--- config.mk ---
export PLATFORM = sky130hd
export DESIGN_NAME = keypad_scanner
export DESIGN_NICKNAME = d
export VERILOG_FILES = /design/src/rtl/keypad_pkg.sv /design/src/rtl/keypad_debounce.sv /design/src/rtl/keypad_scanner.sv
export SDC_FILE = /design/constraint.sdc
export NUM_CORES = 1
export LEC_CHECK = 0
export ABC_AREA = 1
export CAP_MARGIN = 20
export CORE_UTILIZATION = 35
export DETAILED_ROUTE_END_ITERATION = 10
export PLACE_DENSITY_LB_ADDON = 0.05
export SLEW_MARGIN = 30
export SYNTH_ARGS = -nofsm -noshare
export SYNTH_HDL_FRONTEND = slang
export SYNTH_SLANG_ARGS = --single-unit
export TNS_END_PERCENT = 100
--- constraint.sdc ---
create_clock -name clk -period 2.65 [get_ports clk]
set_input_delay 0.265 -clock clk [delete_from_list [all_inputs] [get_ports clk]]
set_output_delay 0.265 -clock clk [all_outputs]
set_load 0.1 [all_outputs]
--- src/rtl/keypad_pkg.sv ---
// Shared types and constants for the 4x4 keypad scanner.
// Scan-result and debounce-state encodings live here.
package keypad_pkg;

  localparam int NUM_ROWS = 4;
  localparam int NUM_COLS = 4;
  localparam int CODE_W   = 4;

  typedef enum logic [1:0] {
    IDLE,
    PRESS_WAIT,
    HELD,
    RELEASE_WAIT
  } db_state_e;

  typedef enum logic [1:0] {
    RES_NONE,
    RES_SINGLE,
    RES_MULTI
  } scan_res_e;

  function automatic logic [2:0] popcount4(
    input logic [3:0] v
  );
    return {2'b0, v[0]} + {2'b0, v[1]}
         + {2'b0, v[2]} + {2'b0, v[3]};
  endfunction

  function automatic logic [1:0] low_index4(
    input logic [3:0] v
  );
    if (v[0]) return 2'd0;
    if (v[1]) return 2'd1;
    if (v[2]) return 2'd2;
    return 2'd3;
  endfunction

endpackage

--- src/rtl/keypad_debounce.sv ---
// Whole-scan debounce FSM plus the key output register
// with its valid/ready handshake and sticky overflow.
module keypad_debounce
  import keypad_pkg::*;
#(
  parameter int DEBOUNCE_SCANS = 4
) (
  input  logic              clk,
  input  logic              resetn,
  input  logic              scan_done,
  input  scan_res_e         scan_res,
  input  logic [CODE_W-1:0] scan_code,
  input  logic              key_ready,
  output logic [CODE_W-1:0] key,
  output logic              key_valid,
  output logic              key_held,
  output logic              overflow
);

  localparam int NW = $clog2(DEBOUNCE_SCANS + 1);
  localparam logic [NW-1:0] N_LAST = NW'(DEBOUNCE_SCANS);
  localparam logic [NW-1:0] N_ONE  = NW'(1);

  db_state_e         state_q, state_d;
  logic [NW-1:0]     n_q, n_d, n_inc;
  logic [CODE_W-1:0] cand_q, cand_d;
  logic [CODE_W-1:0] key_q, key_d;
  logic              valid_q, valid_d;
  logic              ovf_q, ovf_d;
  logic              accept, hs;
  logic              is_none, is_single;

  always_comb begin
    state_d   = state_q;
    n_d       = n_q;
    cand_d    = cand_q;
    accept    = 1'b0;
    n_inc     = n_q + 1'b1;
    is_none   = (scan_res == RES_NONE);
    is_single = (scan_res == RES_SINGLE);
    if (scan_done) begin
      unique case (state_q)
        IDLE: begin
          if (is_single) begin
            cand_d = scan_code;
            if (N_ONE == N_LAST) begin
              accept  = 1'b1;
              state_d = HELD;
              n_d     = '0;
            end else begin
              state_d = PRESS_WAIT;
              n_d     = N_ONE;
            end
          end
        end
        PRESS_WAIT: begin
          if (is_single && scan_code == cand_q) begin
            if (n_inc == N_LAST) begin
              accept  = 1'b1;
              state_d = HELD;
              n_d     = '0;
            end else begin
              n_d = n_inc;
            end
          end else begin
            state_d = IDLE;
            n_d     = '0;
          end
        end
        HELD: begin
          if (is_none) begin
            if (N_ONE == N_LAST) begin
              state_d = IDLE;
              n_d     = '0;
            end else begin
              state_d = RELEASE_WAIT;
              n_d     = N_ONE;
            end
          end
        end
        RELEASE_WAIT: begin
          if (is_none) begin
            if (n_inc == N_LAST) begin
              state_d = IDLE;
              n_d     = '0;
            end else begin
              n_d = n_inc;
            end
          end else begin
            state_d = HELD;
            n_d     = '0;
          end
        end
        default: begin
          state_d = IDLE;
          n_d     = '0;
        end
      endcase
    end
  end

  // A handshake in the accept cycle absorbs the old code: no overflow.
  always_comb begin
    hs      = valid_q & key_ready;
    key_d   = key_q;
    valid_d = valid_q;
    ovf_d   = ovf_q;
    if (accept) begin
      key_d   = scan_code;
      valid_d = 1'b1;
    end else if (hs) begin
      valid_d = 1'b0;
    end
    if (accept && valid_q && !hs) begin
      ovf_d = 1'b1;
    end else if (hs) begin
      ovf_d = 1'b0;
    end
  end

  always_ff @(posedge clk or negedge resetn) begin
    if (!resetn) begin
      state_q <= IDLE;
      n_q     <= '0;
      cand_q  <= '0;
      key_q   <= '0;
      valid_q <= 1'b0;
      ovf_q   <= 1'b0;
    end else begin
      state_q <= state_d;
      n_q     <= n_d;
      cand_q  <= cand_d;
      key_q   <= key_d;
      valid_q <= valid_d;
      ovf_q   <= ovf_d;
    end
  end

  assign key       = key_q;
  assign key_valid = valid_q;
  assign overflow  = ovf_q;
  assign key_held  = (state_q == HELD)
                  || (state_q == RELEASE_WAIT);

endmodule

--- src/rtl/keypad_scanner.sv ---
// 4x4 keypad row scanner: column synchronizer, slot/row
// counters and per-scan key accumulation feeding the debouncer.
module keypad_scanner
  import keypad_pkg::*;
#(
  parameter int SCAN_DIV       = 25000,
  parameter int DEBOUNCE_SCANS = 4
) (
  input  logic                clk,
  input  logic                resetn,
  output logic [NUM_ROWS-1:0] rows,
  input  logic [NUM_COLS-1:0] cols,
  output logic [CODE_W-1:0]   key,
  output logic                key_valid,
  input  logic                key_ready,
  output logic                key_held,
  output logic                overflow
);

  localparam int SLOT_W = $clog2(SCAN_DIV);
  localparam logic [SLOT_W-1:0] SLOT_LAST =
    SLOT_W'(SCAN_DIV - 1);

  logic [NUM_COLS-1:0] sync1_q, sync2_q;
  logic [SLOT_W-1:0]   slot_q, slot_d;
  logic [1:0]          row_q, row_d;
  logic                one_q, one_d;
  logic                multi_q, multi_d;
  logic [CODE_W-1:0]   code_q, code_d;

  logic                tc, scan_done;
  logic [NUM_COLS-1:0] act;
  logic [2:0]          pc;
  logic                new_one, new_multi;
  logic [CODE_W-1:0]   new_code;
  scan_res_e           scan_res;

  always_comb begin
    tc        = (slot_q == SLOT_LAST);
    act       = ~sync2_q;
    pc        = popcount4(act);
    new_multi = multi_q | (pc > 3'd1)
              | (one_q & (pc != 3'd0));
    new_one   = ~new_multi & (one_q | (pc == 3'd1));
    new_code  = one_q ? code_q
                      : {row_q, low_index4(act)};
    slot_d    = tc ? '0 : slot_q + 1'b1;
    row_d     = tc ? row_q + 2'd1 : row_q;
    one_d     = one_q;
    multi_d   = multi_q;
    code_d    = code_q;
    scan_done = 1'b0;
    if (tc) begin
      if (row_q == 2'd3) begin
        scan_done = 1'b1;
        one_d     = 1'b0;
        multi_d   = 1'b0;
        code_d    = '0;
      end else begin
        one_d   = new_one;
        multi_d = new_multi;
        code_d  = new_code;
      end
    end
    if (new_multi) scan_res = RES_MULTI;
    else if (new_one) scan_res = RES_SINGLE;
    else scan_res = RES_NONE;
  end

  always_ff @(posedge clk or negedge resetn) begin
    if (!resetn) begin
      sync1_q <= '1;
      sync2_q <= '1;
      slot_q  <= '0;
      row_q   <= '0;
      one_q   <= 1'b0;
      multi_q <= 1'b0;
      code_q  <= '0;
    end else begin
      sync1_q <= cols;
      sync2_q <= sync1_q;
      slot_q  <= slot_d;
      row_q   <= row_d;
      one_q   <= one_d;
      multi_q <= multi_d;
      code_q  <= code_d;
    end
  end

  assign rows = ~(4'b0001 << row_q);

  keypad_debounce #(
    .DEBOUNCE_SCANS(DEBOUNCE_SCANS)
  ) u_debounce (
    .clk       (clk),
    .resetn    (resetn),
    .scan_done (scan_done),
    .scan_res  (scan_res),
    .scan_code (new_code),
    .key_ready (key_ready),
    .key       (key),
    .key_valid (key_valid),
    .key_held  (key_held),
    .overflow  (overflow)
  );

endmodule

## After elaboration in Yosys (flattened, before gate mapping)

Cells that the tools add are included.

- Input port bits: 7
- Register bits after elaboration: 46

- Reduce and logical (&&, ||, !) cells: 13
- Order comparisons: 1
- Eq/ne operators: 13
- $add $sub $neg: 6
- Muxes and demuxes: 41
- Shifts and indexed selects: 1
- Bitwise gates (word level): 9

Operators with widths:

| operator | number |
|---|---|
| 2-bit two-way mux | 13 |
| 1-bit two-way mux | 18 |
| 15-bit by 1-bit adder with 15-bit output, second input constant | 1 |
| 15-bit equality test, second input constant | 1 |
| 15-bit two-way mux | 1 |
| 3-bit two-way mux | 5 |
| 3-bit case mux with 4 select lines | 1 |
| 4-bit two-way mux | 2 |
| 4-bit inverter | 2 |
| 2-bit case mux with 4 select lines | 1 |
| 2-bit equality test, second input constant | 3 |
| 3-bit inequality test, second input constant | 2 |
| 3-bit AND reduction | 2 |
| 5-bit AND reduction | 1 |
| 2-bit by 1-bit equality test with 1-bit output, second input constant | 2 |
| 4-bit equality test | 1 |
| 2-bit logical NOT | 2 |
| 2-bit by 1-bit inequality test with 1-bit output, second input constant | 2 |
| 2-bit nonzero test | 2 |
| 1-bit by 2-bit << shifter with 4-bit output, first input constant | 1 |
| 2-bit by 1-bit adder with 3-bit output | 1 |
| 3-bit by 1-bit adder with 3-bit output | 1 |
| 3-bit by 1-bit adder with 3-bit output, second input constant | 1 |
| 1-bit bitwise AND | 3 |
| other kinds (11) | 15 |

## Logic depth before layout (Yosys ltp)

- Depth after elaboration: 19
- Mapped depth: 17

## Modules after synthesis

Synthesis repeated with hierarchy kept, for this count alone.

- Cell total of the unflattened synthesis: 323
- Area, all modules: 2519.9 um^2

By module, submodules not included:

| module | sequential area each (um^2) | area an instance (um^2) | cells an instance | instances |
|---|---|---|---|---|
| keypad_scanner | 785.8 | 1674.1 | 214 | 1 |
| keypad_debounce | 375.4 | 845.8 | 109 | 1 |

## Least setup slack after synthesis

OpenSTA, ideal clock, no wires.

- Path type: register to register
- From: register sync2_q[1]
- To: register u_debounce.key_q[0], in the netlist u_debounce.key[0]
- Required time: 2528 ps
- Data arrival time: 2374 ps
- Path slack: 153 ps
- Path buffers: 0
- Stages on the path, launching flop included: 16
- Path through: dfstp_2 -> fa_1 -> inv_1 -> ha_1 -> inv_1 -> ha_1 -> nor2_1 -> nand2_1 -> nand2_1 -> nand3_1 -> nor2_1 -> nand2_2 -> inv_2 -> nand2_4 -> nand2_1 -> o21ai_2

- Word-level cells in the longest chain between the ends: 16
- Elaborated cells between the ends (all ways): 29

RTL lines:

| what | line | text |
|---|---|---|
| from (decl) | keypad_scanner.sv:24 | `logic [NUM_COLS-1:0] sync1_q, sync2_q;` |
| from (signal assigned) | keypad_scanner.sv:81 | `sync2_q <= sync1_q;` |
| 4-bit inverter (*) | keypad_scanner.sv:40 | `act = ~sync2_q;` |
| 1-bit by 1-bit adder with 2-bit output | keypad_pkg.sv:25 | `return {2'b0, v[0]} + {2'b0, v[1]}` |
| 2-bit by 1-bit adder with 3-bit output | keypad_pkg.sv:26 | `+ {2'b0, v[2]} + {2'b0, v[3]};` |
| 3-bit by 1-bit adder with 3-bit output | keypad_pkg.sv:26 |  |
| 3-bit by 1-bit > comparator with 1-bit output / 3-bit nonzero test (equally long branches) | keypad_scanner.sv:42, keypad_scanner.sv:43 |  |
| 1-bit OR / 1-bit bitwise AND (equally long branches) | keypad_scanner.sv:42, keypad_scanner.sv:43 |  |
| 1-bit OR | keypad_scanner.sv:43 | `\| (one_q & (pc != 3'd0));` |
| 1-bit inverter | keypad_scanner.sv:44 | `new_one = ~new_multi & (one_q \| (pc == 3'd1));` |
| 1-bit bitwise AND | keypad_scanner.sv:44 |  |
| 1-bit two-way mux | keypad_scanner.sv:66 | `else if (new_one) scan_res = RES_SINGLE;` |
| 2-bit two-way mux | keypad_scanner.sv:65 | `if (new_multi) scan_res = RES_MULTI;` |
| 2-bit by 1-bit equality test with 1-bit output | keypad_debounce.sv:40 | `is_single = (scan_res == RES_SINGLE);` |
| 1-bit logical AND | keypad_debounce.sv:57 | `if (is_single && scan_code == cand_q) begin` |
| 1-bit two-way mux | keypad_debounce.sv:57 |  |
| 1-bit two-way mux | keypad_debounce.sv:42 | `unique case (state_q)` |
| 1-bit two-way mux | keypad_debounce.sv:41 | `if (scan_done) begin` |
| to (signal assigned) | keypad_debounce.sv:133 | `key_q <= key_d;` |
| to (decl) | keypad_debounce.sv:27 | `logic [CODE_W-1:0] key_q, key_d;` |

Mark *: on every way between the ends. The rest lies on a longest branch, timed or not. The select of a mux whose other input is x is not followed.
A chain may end at the register's enable or synchronous reset.

## Worst setup path in the final report

- From: register sync2_q[3]
- To: register u_debounce.state_q[0]

- Word-level cells in the longest chain between the ends: 13
- Elaborated cells between the ends (all ways): 24

RTL lines:

| what | line | text |
|---|---|---|
| 4-bit inverter (*) | keypad_scanner.sv:40 |  |
| 3-bit by 1-bit adder with 3-bit output (*) | keypad_pkg.sv:26 |  |
| 3-bit by 1-bit > comparator with 1-bit output / 3-bit nonzero test (equally long branches) | keypad_scanner.sv:42, keypad_scanner.sv:43 |  |
| 1-bit OR / 1-bit bitwise AND (equally long branches) | keypad_scanner.sv:42, keypad_scanner.sv:43 |  |
| 1-bit OR | keypad_scanner.sv:43 |  |
| 1-bit inverter | keypad_scanner.sv:44 |  |
| 1-bit bitwise AND | keypad_scanner.sv:44 |  |
| 1-bit two-way mux | keypad_scanner.sv:66 |  |
| 2-bit two-way mux (*) | keypad_scanner.sv:65 |  |
| 2-bit by 1-bit equality test with 1-bit output | keypad_debounce.sv:40 |  |
| 1-bit logical AND | keypad_debounce.sv:57 |  |
| 3-bit inequality test (no source line) / 2-bit two-way mux (equally long branches) | -- |  |
| 5-bit AND reduction (no source line) / 2-bit case mux with 4 select lines (equally long branches) | -- |  |
| to (signal assigned) | keypad_debounce.sv:130 | `state_q <= state_d;` |
| to (decl) | keypad_debounce.sv:24 | `db_state_e state_q, state_d;` |

Mark *: on every way between the ends. The rest lies on a longest branch, timed or not.

==> impl_metrics.yaml <==
die:
  die_area_um2: 7370
  core_um2: 6790
  rows: 30
  dieWidth_um: 85.8
  start_util: 0.362
  fp.dieH_um: 85.8
  io_pins: 18
hold_path:
  min_to: "sync1_q[3]$_DFF_PN1_"
  hold_depth: 1
  min_from: "cols[3]"
  hold_class: "in -> reg"
power:
  p_leak_nw: 1.47
  peakVddDrop_uv: 176
  pwr_density_cell_nw_per_um2: 468
  power.total_mw: 1.37
timing:
  fin_crit_sh: 0.938
  worst_pin_slew_ns: 0.556
  rsz0062_at_grt: "yes"
  finClkSkew_ns: 0.0119
  maxSlewViolCount: 0
  max_freq_mhz: 402
  setup_viol: 0
  min_period_ns: 2.49
  hold_viol: 0
  relSlewSlack: 0.630
  tns_ns: 0
worst_setup_path:
  end_kind: "flop"
  reg2reg_slack_ns: 0.16
  reg2reg_to: "u_debounce.state_q[0]$_DFFE_PN0P_"
  path_class: "reg -> reg"
  reg2reg_from: "sync2_q[3]$_DFF_PN1_"
  crit_cells: 17
  crit_path_frequent_cell: "nand2_1"
  crit_family: "simple AND/OR/NAND/NOR gates"
  r2r_cells: 17
  cpPeakStageDelay_ns: 0.52
  cp-start-kind: "flop"
  cp_cell_sequence: "fa_1 -> inv_1 -> ha_2 -> buf_4 -> ha_1 -> nor2_4 -> nand2_1 -> nand2_1 -> nand3_2 -> nor2_2 -> nand2_2 -> nand2_4 -> nand2_4 -> nand2_2 -> nand2_1 -> nand2_1 -> inv_1"
  crit_path_max_fanout: 4
  cp_slowest_cell: "fa_1"
  critPathRequiredTime_ns: 2.86
  critPathBufInv: 3
  worst-endpoint-arrival_ns: 2.69
clock_network:
  cts_buffers: 5
  clkSlewWorstSetupHoldPaths_ns: 0.09
  cts_tree: "built"
  cts_num_sinks: 46
  clk-insertion-delay-late_ns: 0.31
  root_buffer: "clkbuf_8"
  clockBufferDepth: 2
  cts_max_level: 2
detailed_routing:
  drc: 0
  viasPerCell: 4.45
  routed_wl_um: 4930
  dr_total_vias: 1837
  drt_first_iter_violations: 79
  dr.pass1.iters: 6
  wl_per_cell_um: 11.9
  drtAntennaViolNets: 0
placement:
  io_buffers: 17
  dp_hpwl_um: 3670
  dpl.cell_count: 401
  placed_area_um2: 2720
  gp_congestion: 0.796
synth:
  ys_seq_area_frac: 0.472
  synth_flop_cell: "dfrtp_1"
  netlist_area_um2: 2460
  synth_edf_count: 0
  syn_nets: 307
  synth_common_cells: "nand2_1, inv_1, dfrtp_1"
  synth.most_common_cell: "nand2_1"
  synth_seq_cells: 46
  syn_avg_cell_area_um2: 8.54
  synth_top_cell_by_area: "dfrtp_1"
  async_reset_ff_frac: 1.00
  synth_top_area_frac: 0.387
  ys.warnings.count: 0
  syn_inst: 288
  synth_cell_types: 36
  synth_area_leaders: "dfrtp_1, dfstp_2, nand2_1"
run_status:
  outcome: "finished clean"
global_routing:
  grt_pass1_vias: 1750
  groute.usage.overall: 0.149
  grt_overflow: 0
  grt_max_degree: 43
  antenna_found_initial: 0
  grt_pass1_wl_um: 8470
finish:
  multiInputGateArea_um2: 1150
  n_antenna_cell: 0
  seq_area_um2: 1160
  final_area_um2: 2920
  drive_gt1_frac: 0.227
  fillCellCount: 715
  syn_to_final_growth_pct: 18.7
  final_util: 0.430
  fin_cells: 413
  nets: 335
flow_run:
  maxCapViolations: 0
layout by cell type (no fill, tap or decap), types with 5 or more instances in the layout:
cell and instances:
a21oi_1 10, buf_4 17, clkbuf_8 5, clkdlybuf4s50_1 5, dfrtp_1 38, dfstp_2 8
ha_1 9, inv_1 45, nand2_1 55, nand2_2 8, nand3_1 24, nand4_1 7
nor2_1 27, o21ai_0 6
metal layers:
metal,share of wire,vias up,global-route usage
met4,0.012,0,0.0455
met3,0.027,6,0.0337
met1,0.49,837,0.205
met5,0,-,0
li1,-,972,-
met2,0.47,22,0.236
worst max-delay path by stage:
stage	start	end	slack, ns
global placement	sync2_q[1]$_DFF_PN1_	u_debounce.key[0]$_DFFE_PN0P_	0.02
CTS	sync2_q[1]$_DFF_PN1_	u_debounce.key[1]$_DFFE_PN0P_	0.01
global route	sync2_q[3]$_DFF_PN1_	u_debounce.state_q[0]$_DFFE_PN0P_	-0.004
detailed placement	sync2_q[1]$_DFF_PN1_	u_debounce.key[1]$_DFFE_PN0P_	-0.04
floorplan	sync2_q[1]$_DFF_PN1_	u_debounce.key[0]$_DFFE_PN0P_	0.15
finish	sync2_q[3]$_DFF_PN1_	u_debounce.state_q[0]$_DFFE_PN0P_	0.16
registers in the layout (all words and copies together), names as in the netlist:
register and flops:
multi_q 1, code_q 4, u_debounce.cand_q 4, u_debounce.key 4, u_debounce.key_valid 1, sync2_q 4, u_debounce.n_q 3, row_q 2
u_debounce.overflow 1, slot_q 15, sync1_q 4, one_q 1, u_debounce.state_q 2
per-stage QoR:
step / worst slack (ns) / hold slack, ns
4_1_cts: 0.0110 / 0.345
5_1_grt: -0.00424 / 0.339
3_5_place_dp: -0.0430 / 0.305
3_3_place_gp: 0.0179 / 0.345
6_report: 0.163 / 0.356
2_1_floorplan: 0.153 / -0.0306
area by class of cell:
| class | count | area share |
|---|---|---|
| Sequential cell | 46 | 0.398 |
| Multi-Input combinational cell | 190 | 0.393 |
| Inverter | 50 | 0.0652 |
| Timing Repair Buffer | 23 | 0.0643 |
| Tap cell | 96 | 0.0411 |
| Clock buffer | 5 | 0.0236 |
| Clock inverter | 3 | 0.0150 |
kinds of logic (layout without fill, tap and decap cells):
family | after synthesis | count (layout) | share of synthesized area
and+or+nand+nor | 148 | 148 | 0.307
AOI/OAI and AO/OA | 26 | 26 | 0.0621
adders and majority gates | 12 | 12 | 0.0641
xor gates and xnor gates | 4 | 4 | 0.0142
buffers and inverters | 52 | 81 | 0.0809
DFF | 46 | 46 | 0.472
what timing repair did:
action | CTS | global route
endpoints found under the hold margin | 38 | 0
setup endpoints to repair | 6 | 15
cloned | 0 | 0
pin swaps | 1 | 5
gates resized for setup | 1 | 11
hold buffers | 1 | 0
buffers inserted | 0 | 3
worst register-to-register path, delay by kind of cell (launching register included):
family / cells / cell delay, ns
flip-flops: 1 / 0.39
adder cells (fa/ha/maj): 3 / 0.88
AND/OR/NAND/NOR: 11 / 0.91
buffers and inverters: 3 / 0.20
where the power goes:
part,switching (mW),internal [mW]
combinational,0.0696,0.0377
clock,0.256,0.283
sequential,0.00498,0.715
(Power assumes the default switching activity.)
==> RTL edit 1 (config.mk and constraints unchanged) <==
Set the parameter `SCAN_DIV` to 50000 (it was 25000).
--- a/src/rtl/keypad_scanner.sv
+++ b/src/rtl/keypad_scanner.sv
@@ -4,5 +4,5 @@
   import keypad_pkg::*;
 #(
-  parameter int SCAN_DIV       = 25000,
+  parameter int SCAN_DIV       = 50000,
   parameter int DEBOUNCE_SCANS = 4
 ) (
Check against the original RTL: no difference found for any inputs over 10 cycles, from zero or initial values and one cycle with resetn low; that may be too few to reach the edited logic, so the function may still have changed.
==> RTL edit 1 against the original RTL <==
  * Hold slack better by 1.3 ps
  * Design area stayed put
  * Setup slack gained 1.9 ps
  * Synthesized area fell by 0.46%
  * Total power rose by 0.93%
  * Core utilization stayed put
  * Critical path depth unchanged
  * Synthesized cell count increased by 2.1%
  * Critical endpoint unchanged
  * Wire length decreased by 4.7%
  * Sequential cell count increased by 1
  * Clock skew shrank 5.4 ps
==> RTL edit 1: results (changes against the original RTL) <==
* Period utilization at 93.8% (about the same)
* Met2 usage at 22.3% (was 23.6%)
* Worst slew pin tran at 558 ps (was 556 ps)
* Final HPWL DP at 3410 um (was 3670 um)
* Crit Reg-Reg Startpoint: sync2_q[1]$_DFF_PN1_ (was sync2_q[3]$_DFF_PN1_)
* Longest Clk Path Bufs at 2 (unchanged)
* Static leakage at 1.50 nW (was 1.47 nW)
* Post-place setup slack at 14.9 ps (was -43.0 ps)
* GR met3 Demand/Resource at 3.27% (was 3.37%)
* Seq/Total Area, Yosys at 48.4% (was 47.2%)
* Main area contributors after synthesis: dfrtp_1, nand2_1, dfstp_2 (was dfrtp_1, dfstp_2, nand2_1)
* Syn nets at 313 (was 307)
* Initial drt markers at 70 (was 79)
* Largest register FFs at 16 (was 15)
* First-pass GRT wire length at 8180 um (was 8470 um)
* Top Metal Used: met4 (unchanged)
* Skew final at 6.51 ps (was 11.9 ps)
* WL met1 at 2460 um (was 2420 um)
* Total track usage at 14.3% (was 14.9%)
* DP Cell Count at 406 (was 401)
* Largest net degree at the start of global routing at 44 (was 43)
* Final Routed Wirelength at 4690 um (was 4930 um)
* Top post-synthesis cells by count: nand2_1, inv_1, dfrtp_1, nor2_1, nand3_1 (unchanged)
* Met2 WL at 2060 um (was 2320 um)
* Met3 Wirelength at 112 um (was 133 um)
* Status: finished clean (unchanged)
* Worst VDD drop at 0.274 mV (was 0.176 mV)
* Pre-antenna DRT Iters at 4 (was 6)
* Proportion of layout cells with a drive suffix above 1 at 20.0% (was 22.7%)
* Post-Layout Cell Count at 416 (was 413)
* Count of cell types in the netlist at 35 (was 36)
* Hold WS at 357 ps (was 356 ps)
* Number of global-route vias before repair at 1793 (was 1750)
* Via density at 4.41 (was 4.45)
==> RTL edit 1: cell types whose count changed after synthesis, sizes merged, moves of 4 or more <==
cell	delta
nor2	-5
nand2	+13
nand3	-9
a21oi	-5
inv	+4
==> RTL edit 1: final cells by class <==
class / instances / area (um^2)
Fill cell: 685 / 3870
Multi-Input combinational cell: 190 / 1120
Sequential cell: 47 / 1190
Clock inverter: 3 / 43.8
Inverter: 53 / 199
Tap cell: 96 / 120
Timing Repair Buffer: 22 / 180
Clock buffer: 5 / 68.8
==> RTL edit 1: worst max-delay path: stages, from the launching register on <==
cell     delay, ps
dfstp_2        560
fa_1           400
inv_1           70
ha_2           170
inv_1           60
ha_4           270
nor2_4          30
nand2_2         80
buf_4          110
nand3_2         80
nor2_2         150
nand2_1         70
nand2_2        100
nand2_2         70
nand2_1         60
nand2_1         40
nand2_1         50
inv_1           30
==> RTL edit 1: worst min-delay path by stage <==
stage                                  to  cells past startpoint  slack (ps)                 start
finish               sync1_q[1]$_DFF_PN1_                      1         360               cols[1]
global route         sync1_q[1]$_DFF_PN1_                      1         340               cols[1]
CTS                  sync1_q[0]$_DFF_PN1_                      1         350               cols[0]
detailed placement   slot_q[15]$_DFF_PN0_                      1         300                resetn
global placement     sync2_q[2]$_DFF_PN1_                      0         350  sync1_q[2]$_DFF_PN1_
floorplan           code_q[0]$_DFFE_PN0N_                      0         -30                resetn
==> RTL edit 1: report_power, final <==
part           internal, mW  switching (mW)  total, mW
Sequential            0.730         0.00490      0.735
Combinational        0.0411          0.0751      0.116
Clock                 0.281           0.246      0.527
Total                  1.05           0.326       1.38
==> RTL edit 1: per-stage QoR <==
| step | total power, mW | setup TNS [ps] | cell area [um^2] | util [%] |
|---|---|---|---|---|
| after floorplan | 0.803 | 0 | 2450 | - |
| after global placement | 0.840 | 0 | 2710 | 39.8 |
| after detailed placement | 0.841 | 0 | 2710 | 39.9 |
| after CTS | 1.38 | 0 | 2840 | 41.7 |
| after global routing | 1.45 | -12.3 | 2920 | 43.0 |
| final | 1.38 | 0 | 2920 | 43.0 |
==> RTL edit 1: what timing repair did <==
action	in CTS	in global routing
pin swaps	0	11
buffers inserted	0	1
setup endpoints to repair	1	15
gates cloned	0	0
hold buffers	1	0
hold endpoints to repair	39	0
resized for setup	1	21
==> RTL edit 1: logic make-up (layout without fill, tap and decap cells) <==
group / Yosys count / in the layout / synth area share [%]
simple gates: 146 / 146 / 27.3
flops: 47 / 47 / 48.4
xor+xnor: 8 / 8 / 2.86
fa+ha+maj: 12 / 12 / 6.44
buf+inv: 57 / 83 / 9.09
compound gates: 24 / 24 / 5.82
==> RTL edit 2 (config.mk and constraints unchanged) <==
Without the edit above. Add an input register stage for `key_ready`, without a reset; this delays it by one clock. The other inputs are not delayed to match.
--- a/src/rtl/keypad_scanner.sv
+++ b/src/rtl/keypad_scanner.sv
@@ -21,4 +21,10 @@
   localparam logic [SLOT_W-1:0] SLOT_LAST =
     SLOT_W'(SCAN_DIV - 1);
+
+  logic key_ready_q;
+
+  always_ff @(posedge clk) begin
+    key_ready_q <= key_ready;
+  end
 
   logic [NUM_COLS-1:0] sync1_q, sync2_q;
@@ -98,5 +104,5 @@
     .scan_res  (scan_res),
     .scan_code (new_code),
-    .key_ready (key_ready),
+    .key_ready (key_ready_q),
     .key       (key),
     .key_valid (key_valid),
Behaviour: no difference found for any inputs over 10 cycles, from zero or initial values and one cycle with resetn low; that may be too few to reach the edited logic, so the function may still have changed.
==> RTL edit 2 against the original RTL <==
  * Sequential power grew 2%
  * Design area rose by 1.3%
  * Via count increased by 0.82%
  * Setup slack got worse by 36 ps
  * Largest cell class unchanged
  * Synthesized cell count up 0.35%
  * Synthesized area rose by 0.81%
  * Largest power group unchanged
  * Core utilization rose by 0.33 points
  * Non-clock buffer count is the same
  * Sequential cell count increased by 1
  * Total power fell by 0.50%
  * Wire length up 0.85%
==> RTL edit 2: results (changes against the original RTL) <==
* Reg2reg path depth at 15 (was 17)
* Worst VDD drop at 0.192 mV (was 0.176 mV)
* Nets at 336 (was 335)
* Worst r2r dst: u_debounce.n_q[0]$_DFFE_PN0P_ (was u_debounce.state_q[0]$_DFFE_PN0P_)
* Main area contributors after synthesis: dfrtp_1, dfstp_2, nand2_1 (unchanged)
* Fill cell count at 707 (was 715)
* Slowest cell on the critical path: dfstp_2 (was fa_1)
* Final core occ at 43.3% (was 43.0%)
* Largest net degree at the start of global routing at 33 (was 43)
* Syn nets at 308 (was 307)
* Worst slew margin at 71.5% (was 63.0%)
* Initial antenna violation count at 0 (unchanged)
* Met2 usage at 24.0% (was 23.6%)
* Hold path startpoint: cols[2] (was cols[3])
* Crit Reg-Reg Startpoint: sync2_q[0]$_DFF_PN1_ (was sync2_q[3]$_DFF_PN1_)
* Proportion of layout cells with a drive suffix above 1 at 23.6% (was 22.7%)
* Seq/Total Area, Yosys at 47.6% (was 47.2%)
* First-pass GRT wire length at 8660 um (was 8470 um)
* GPL Wtd Cong at 0.817 (was 0.796)
* WL met1 at 2480 um (was 2420 um)
* Post-place setup slack at 18.3 ps (was -43.0 ps)
* Initial drt markers at 115 (was 79)
* Tmin final at 2520 ps (was 2490 ps)
* Total track usage at 15.3% (was 14.9%)
* Skew final at 7.03 ps (was 11.9 ps)
* R2r setup slk at 130 ps (was 160 ps)
* Hold WS at 347 ps (was 356 ps)
* Final Routed Wirelength at 4970 um (was 4930 um)
* Met2 WL at 2240 um (was 2320 um)
* Slowest stage delay, CP at 570 ps (was 520 ps)
* Compound-Gate Fraction of Synth Area at 6.16% (was 6.21%)
* DP Cell Count at 404 (was 401)
* Static leakage at 1.50 nW (was 1.47 nW)
* Post-Layout Cell Count at 414 (was 413)
* Hold endpoint: sync1_q[2]$_DFF_PN1_ (was sync1_q[3]$_DFF_PN1_)
* Pre-antenna DRT Iters at 4 (was 6)
* DR vias at 1852 (was 1837)
* Final HPWL DP at 3770 um (was 3670 um)
* Root buffer cell: clkbuf_8 (unchanged)
* Met1 Usage GRT at 20.9% (was 20.5%)
* Asr flop ratio synth at 97.9% (was 100%)
* Post-DP Area at 2760 um^2 (was 2720 um^2)
* Avg Cell Area, Syn at 8.58 um^2 (was 8.54 um^2)
* GR met3 Demand/Resource at 3.62% (was 3.37%)
* Synth Area in Adders at 6.36% (was 6.41%)
* Worst Path Arrival at 2760 ps (was 2690 ps)
* Family with the most delay on the worst path: adder cells (was simple AND/OR/NAND/NOR gates)
* Met3 Wirelength at 171 um (was 133 um)
* Count of cell types in the netlist at 37 (was 36)
* Post-synthesis xor/xnor area fraction at 1.41% (was 1.42%)
* Status: finished clean (unchanged)
==> RTL edit 2: layout make-up <==
cell class                      count  area share, %
Clock buffer                        5           2.33
Multi-Input combinational cell    190           39.4
Tap cell                           96           4.06
Sequential cell                    47           39.9
Inverter                           50           6.43
Timing Repair Buffer               23           6.39
Clock inverter                      3           1.48
==> RTL edit 2: kinds of logic after synthesis <==
group,count (synthesis)
simple gates,148
buf+inv,52
flops,47
compound gates,26
fa+ha+maj,12
xor+xnor,4
==> RTL edit 2: power breakdown <==
| group | internal (mW) | total, mW | switching, mW |
|---|---|---|---|
| combinational | 0.0326 | 0.0836 | 0.0510 |
| sequential | 0.728 | 0.731 | 0.00315 |
| clock | 0.281 | 0.544 | 0.263 |
==> RTL edit 2: repair_timing <==
action | CTS | global route
pin swaps | 1 | 9
setup buffers | 0 | 1
endpoints found under the hold margin | 6 | 0
setup endpoints to repair | 4 | 15
hold buffers | 1 | 0
resized for setup | 0 | 18
